`src/rtl/xbuf_alloc.sv`:
```
// Buffer-slot allocator: circular free list plus round-robin grant of one slot per cycle.
// Optional XBA_DUP_CHK_EN adds an allocation map that rejects double or invalid frees.
module xbuf_alloc #(
    parameter  int NUM_REQ = 4,
    parameter  int DEPTH   = 8,
    localparam int IW      = $clog2(DEPTH)
) (
    input  logic               clk,
    input  logic               rst,
    input  logic [NUM_REQ-1:0] req,
    output logic [NUM_REQ-1:0] gnt,
    output logic [IW-1:0]      gnt_idx,
    input  logic               rel_vld,
    input  logic [IW-1:0]      rel_idx,
    output logic               rel_err,
    output logic [IW:0]        free_cnt,
    output logic               avail
);

    localparam int RW = (NUM_REQ > 1) ? $clog2(NUM_REQ) : 1;

    logic [IW-1:0] fl_mem [DEPTH];
    logic [IW:0]   rptr, wptr, rptr_n, wptr_n, free_n;
    logic [RW-1:0] rr_ptr, win, cand, rr_nxt;
    logic          found, alloc, full, rel_ok;

    always_comb begin
        found = 1'b0;
        win   = '0;
        cand  = '0;
        for (int k = 0; k < NUM_REQ; k++) begin
            cand = RW'((int'(rr_ptr) + k) % NUM_REQ);
            if (!found && req[cand]) begin
                found = 1'b1;
                win   = cand;
            end
        end
    end

    always_comb begin
        gnt = '0;
        if (!rst && avail && found)
            gnt[win] = 1'b1;
    end

    assign gnt_idx = fl_mem[rptr[IW-1:0]];
    assign alloc   = |gnt;
    assign rr_nxt  = (int'(win) == NUM_REQ - 1) ? '0 : win + 1'b1;

    // Full when the wrap bits differ and the slot bits match.
    assign full = (wptr[IW] != rptr[IW]) && (wptr[IW-1:0] == rptr[IW-1:0]);

`ifdef XBA_DUP_CHK_EN
    logic [DEPTH-1:0] alloc_map, alloc_map_n;

    // A slot granted this same cycle counts as allocated for the release check.
    assign rel_ok = rel_vld && !full &&
                    (alloc_map[rel_idx] || (alloc && (gnt_idx == rel_idx)));

    always_comb begin
        alloc_map_n = alloc_map;
        if (alloc)
            alloc_map_n[gnt_idx] = 1'b1;
        if (rel_ok)
            alloc_map_n[rel_idx] = 1'b0;
    end

    always_ff @(posedge clk) begin
        if (rst)
            alloc_map <= '0;
        else
            alloc_map <= alloc_map_n;
    end
`else
    assign rel_ok = rel_vld && !full;
`endif

    assign rptr_n = rptr + {{IW{1'b0}}, alloc};
    assign wptr_n = wptr + {{IW{1'b0}}, rel_ok};
    assign free_n = wptr_n - rptr_n;

    always_ff @(posedge clk) begin
        if (rst) begin
            for (int i = 0; i < DEPTH; i++)
                fl_mem[i] <= IW'(i);
            rptr     <= '0;
            wptr     <= {1'b1, {IW{1'b0}}};
            rr_ptr   <= '0;
            rel_err  <= 1'b0;
            free_cnt <= {1'b1, {IW{1'b0}}};
            avail    <= 1'b1;
        end else begin
            if (rel_ok)
                fl_mem[wptr[IW-1:0]] <= rel_idx;
            if (alloc)
                rr_ptr <= rr_nxt;
            rptr     <= rptr_n;
            wptr     <= wptr_n;
            rel_err  <= rel_vld && !rel_ok;
            free_cnt <= free_n;
            avail    <= |free_n;
        end
    end

endmodule

```
`config.mk`:
```
export PLATFORM = sky130hd
export DESIGN_NAME = xbuf_alloc
export DESIGN_NICKNAME = d
export VERILOG_FILES = /design/src/rtl/xbuf_alloc.sv
export SDC_FILE = /design/constraint.sdc
export NUM_CORES = 1
export LEC_CHECK = 0
export CAP_MARGIN = 20
export CORE_MARGIN = 1
export CORE_UTILIZATION = 38
export CTS_CLUSTER_SIZE = 12
export DETAILED_ROUTE_END_ITERATION = 12
export SYNTH_ARGS = -nofsm -noshare
export SYNTH_HDL_FRONTEND = slang
export SYNTH_SLANG_ARGS = --single-unit
```
`constraint.sdc`:
```
create_clock -name clk -period 4.9 [get_ports clk]
set_input_delay 1.47 -clock clk [delete_from_list [all_inputs] [get_ports clk]]
set_output_delay 1.47 -clock clk [all_outputs]
set_load 0.05 [all_outputs]
```
Yosys cells after proc, flatten, opt, wreduce, memory -nomap -nowiden

Memory sizes are Yosys's and may differ from the RTL's. A register that Yosys moved wholly into a read port is not among the register bits.
Index checks and enable logic that the tools add are counted.

Output and inout port bits: 13
RAM bits: 24
Flip-flop bits (word level): 16
Word-level logic and storage cells: 70
Memories: 1
Input port bits: 10

Memories:

| name   | depth | bits a word | rd ports | clocked after memory_dff | wr ports | line | RTL |
|---|---|---|---|---|---|---|---|
| fl_mem | 8     | 3           | 1        | 1                        | 8        | 22   | `logic [IW-1:0] fl_mem [DEPTH];` |

Add/sub/neg operators: 7
$lt $le $gt $ge: 6
Reduce and logical (&&, ||, !) cells: 18
Eq/ne operators: 3
Multiplexer cells: 29

Operators by type and width:

| kind                                                       | count |
|---|---|
| less-than comparator 2 x 3 -> 1 bit, second input constant | 5 |
| two-way mux 1 bit                                          | 15 |
| two-way mux 2 bit                                          | 5 |
| logical AND 1 bit                                          | 9 |
| two-way mux 3 bit                                          | 3 |
| adder 4 x 1 -> 4 bit                                       | 2 |
| binary-select mux 1 bit (select 2 bit)                     | 4 |
| OR reduction 4 bit                                         | 2 |
| logical NOT 1 bit                                          | 6 |
| adder 2 x 1 -> 2 bit, second input constant                | 2 |
| adder 2 bit, second input constant                         | 2 |
| two-way mux 4 bit                                          | 1 |
| subtractor 4 bit                                           | 1 |
| equality test 3 bit                                        | 1 |
| OR reduction 3 bit                                         | 1 |
| demux 1 bit (select 2 bit)                                 | 1 |
| equality test 2 x 1 -> 1 bit, second input constant        | 1 |
| >= comparator 2 x 1 -> 1 bit, second input constant        | 1 |
| != test 1 bit                                              | 1 |

Logic depth before layout (Yosys ltp)

Word-level depth: 21
Gate-level depth with buffers: 15
Depth with buffers taken out: 15

Least setup slack after synthesis

OpenSTA, ideal clock, no wires.

Path kind: in2reg
From: input req[0]
To: register avail
Setup time: 0.127 ns
Path slack: 0.665 ns
Cell stages on the path: 15
Buffers on the path: 0
Arrival: 4.108 ns
Required time: 4.773 ns
Cell sequence: inv_1 -> o22ai_1 -> o21ai_0 -> and2_1 -> ha_1 -> nor4_1 -> nor4b_1 -> ha_1 -> ha_1 -> inv_1 -> fa_1 -> xnor2_1 -> nand4_1 -> nor3_1 -> mux2i_1

Word-level cells in the longest chain between the ends: 21
Elaborated cells on any way between the ends: 33
Those cells by class: add/sub: 2; order compare: 2; mux: 19; reduce/logical: 10

RTL lines:

| element                                 | line | RTL |
|---|---|---|
| start, declared                         | 10   | `input logic [NUM_REQ-1:0] req,` |
| binary-select mux 1 bit (select 2 bit)  | 33   | `if (!found && req[cand]) begin` |
| two-way mux 1 bit (not written as such) | 33   |  |
| two-way mux 1 bit                       | 33   |  |
| logical NOT 1 bit                       | 33   |  |
| logical AND 1 bit                       | 33   |  |
| two-way mux 1 bit                       | 33   |  |
| logical NOT 1 bit                       | 33   |  |
| logical AND 1 bit                       | 33   |  |
| [... 6 more ...]                        | -    |  |
| two-way mux 1 bit (not written as such) | 43   | `gnt[win] = 1'b1;` |
| demux 1 bit (select 2 bit)              | 43   |  |
| two-way mux 4 bit (*)                   | 42   | `if (!rst && avail && found)` |
| OR reduction 4 bit (*)                  | 47   | `assign alloc = \|gnt;` |
| adder 4 x 1 -> 4 bit (*)                | 78   | `assign rptr_n = rptr + {{IW{1'b0}}, alloc};` |
| net rptr_n[1]                           | 23   | `logic [IW:0] rptr, wptr, rptr_n, wptr_n, free_n;` |
| subtractor 4 bit (*)                    | 80   | `assign free_n = wptr_n - rptr_n;` |
| OR reduction 4 bit (*)                  | 101  | `avail <= \|free_n;` |
| end signal, assigned                    | 101  |  |
| end, declared                           | 17   | `output logic avail` |

Mark *: on every way through the listed nets, which the timed path passes. The rest lies on a longest branch. The select of a mux whose other input is x is not followed.
A chain may end at the register's enable or synchronous reset.

Final worst setup path

Same ends and word-level chain as after synthesis.

==> metrics.md <==
| Metric | Value |
|---|---|
| DRC viols | 0 |
| Initial antenna violation count | 0 |
| Vias/cell | 5.105 |
| Max Cap Viol | 0 |
| DRT antenna net count | 0 |
| Hold Crit Class | reg2reg |
| Slew @ Worst Pin | 0.7104 ns |
| Vias in the first global route | 1452 |
| Pre-Repair DR Iteration Count | 4 |
| Placer Congestion | 0.7657 |
| Final-stage net count | 235 |
| Crit Path Class | in2reg |
| Synth warn | 0 |
| CTS sink cnt | 40 |
| Detailed-route via count | 1460 |
| Top-Level Pins | 23 |
| Largest net degree at the start of global routing | 22 |
| TritonCTS Buffers | 5 |
| Placed Instances | 278 |
| Worst vdd ir | 345.4 uV |
| Worst-skew pair later-pin latency | 0.29 ns |
| Postcts setup bufs | 0 |
| Number of cell rows | 27 |
| Pwr dens | 489.0 nW/um2 |
| Seq cells post-synth | 40 |
| Synthesized area | 2158 um2 |
| Layout area overhead | 18.84% |
| Final cell count without fillers | 286 |
| Core area | 5507 um2 |
| Cell taking the most area after synthesis | edfxtp_1 |
| Post-synth cell types | 46 |
| Final period utilization | 0.9333 |
| Status | completed |
| WP data required | 5.07 ns |
| Psw | 494.6 uW |
| Max-slew headroom | 0.5243 |
| Leak pwr | 0.9209 nW |
| Int Pwr | 759.5 uW |
| Overflow after GRT | 0 |
| Die H | 77.37 um |
| Critical path endpoint category | flop |
| First-pass GRT wire length | 7044 um |
| N_diodes | 0 |
| Switching Fraction | 0.3944 |
| Average wire per standard cell | 14.60 um |
| Post-synth top flop | edfxtp_1 |
| Final number of setup-violating endpoints | 0 |
| Reg clk slew, reported paths | 0.07 ns |
| Clock share of power | 0.171 |
| Unrepaired setup endpoints after global routing | no |
| Async S/R FF share, synth | 0 |
| Worst hold slack | 0.5522 ns |
| Worst Skew | 0.01043 ns |
| Seq/Total Area, Yosys | 0.4823 |
| Crit path time final | 4.573 ns |
| Final TNS setup | 0 ns |
| Endpoints failing hold | 0 |
| Final core utilization | 0.4658 |
| Synth top area share | 0.3339 |
| Die ar. | 5985 um2 |
| Clk buf depth | 2 |
| Die W | 77.37 um |
| Comb pwr share | 0.467 |
| Most common cell after layout, fill and taps aside | edfxtp_1 |
| H-tree Lvls | 2 |
| Sequential group share of total power | 0.362 |
| PortBufs | 22 |
| Synthesized instance count | 190 |
| Synth top area cells | edfxtp_1 33%, dfxtp_1 15%, ha_1 6.4% |
| DPL Wire Length | 2979 um |
| Initial Util | 0.3920 |
| Fmax | 218.7 MHz |
| Syn_nets | 212 |
| Max-slew violation count | 0 |
| Total track usage | 0.1552 |
| CTS Hold Bufs | 0 |
| EDFF count, synth | 24 |
| Commonest cells after routing, fill and taps aside | 24 x edfxtp_1, 20 x nor2_1, 18 x clkdlybuf4s50_1 |
| CP Launch Type | input pin |
| Routed wire length | 4175 um |
| Syn avg cell area | 11.36 um2 |
| CTS root buf | clkbuf_8 |
| Overall power | 1.254 mW |
| Layout cells sized above 1 | 0.1355 |
| Worst-path fanout max | 3 |
| Post-CTS resize count | 0 |
| CP arrival | 4.75 ns |
| TritonCTS clock tree | yes |
| Initial drt markers | 97 |
==> synthesized netlist by cell type (3+ instances only) <==
cell and count:
ha_1 11, nor2b_1 6, mux2_2 3, dfxtp_1 16, or3_1 3, xor2_1 4, clkbuf_1 4, xnor2_1 5
nand4_1 6, nor2_1 20, mux4_2 5, a21oi_1 3, a21o_1 4, o21ai_0 5, inv_1 9, and3_1 7
mux2i_1 3, edfxtp_1 24, nor3_1 3, and2_1 6, nand2_1 12
==> registers in the layout, summed over array words and instances (netlist names) <==
name and flops:
rel_err 1, fl_mem 24, wptr 4, rr_ptr 2
free_cnt 4, rptr 4, avail 1
==> per-layer routing <==
metal	vias up	GRT usage	wire (um)
li1	733	-	-
met1	693	0.1958	1972
met2	27	0.2549	2016
met3	7	0.04471	132
met4	0	0.05094	54
met5	-	0	0
==> cell families (layout without fill, tap and decap cells) <==
logic type,count (synthesis),after routing,synth area share
mux,12,12,0.09392
xor+xnor,10,10,0.04406
simple gates,76,76,0.1884
flops,40,40,0.4823
compound gates,21,21,0.07421
fa+ha+maj,12,12,0.07304
buf+inv,19,43,0.04405
==> stage by stage <==
stage                     worst slack (ns)  area [um2]
after floorplan                     0.6650        2158
after global placement              0.1469        2477
final                               0.3269        2565
after detailed placement           0.02053        2477
after global routing               0.02192        2565
after CTS                           0.3189        2565
==> worst max-delay path, cell delays in order <==
cell and delay, ns:
clkdlybuf4s50_1 0.50, inv_1 0.07, o221ai_1 0.15, o21ai_0 0.15, and2_1 0.21, ha_1 0.21
nor4_1 0.30, nor4b_1 0.11, ha_1 0.23, ha_1 0.27, inv_1 0.06, fa_1 0.43
xnor2_1 0.19, nand4_1 0.14, nor3_1 0.16, mux2i_1 0.09
==> final cells by class <==
class,count,area [um2]
clock buffers,5,68.82
clock inverters,3,18.77
fillers,523,2942
inverters,9,33.78
multi-input cells,131,1022
flip-flops and latches,40,1041
well taps,72,90.09
repair buffers,26,290.3
==> power by group through the flow <==
stage	combinational, mW	sequential [mW]	clock [mW]
floorplan	0.395	0.485	0
finish	0.586	0.454	0.214
detailed placement	0.586	0.462	0
global placement	0.587	0.462	0
global route	0.632	0.463	0.236
CTS	0.591	0.455	0.220
==> path summary, 6_finish.rpt <==
check	from	end	slack (ns)	depth (start not counted)
setup / recovery	req[0]	avail	0.33	16
hold / removal	rr_ptr[0]	rr_ptr[0]	0.55	2
setup reg to reg	rr_ptr[0]	avail	1.68	14
hold reg to reg	rr_ptr[0]	rr_ptr[0]	0.55	2
No activity file was read; power rests on OpenSTA's default activity.
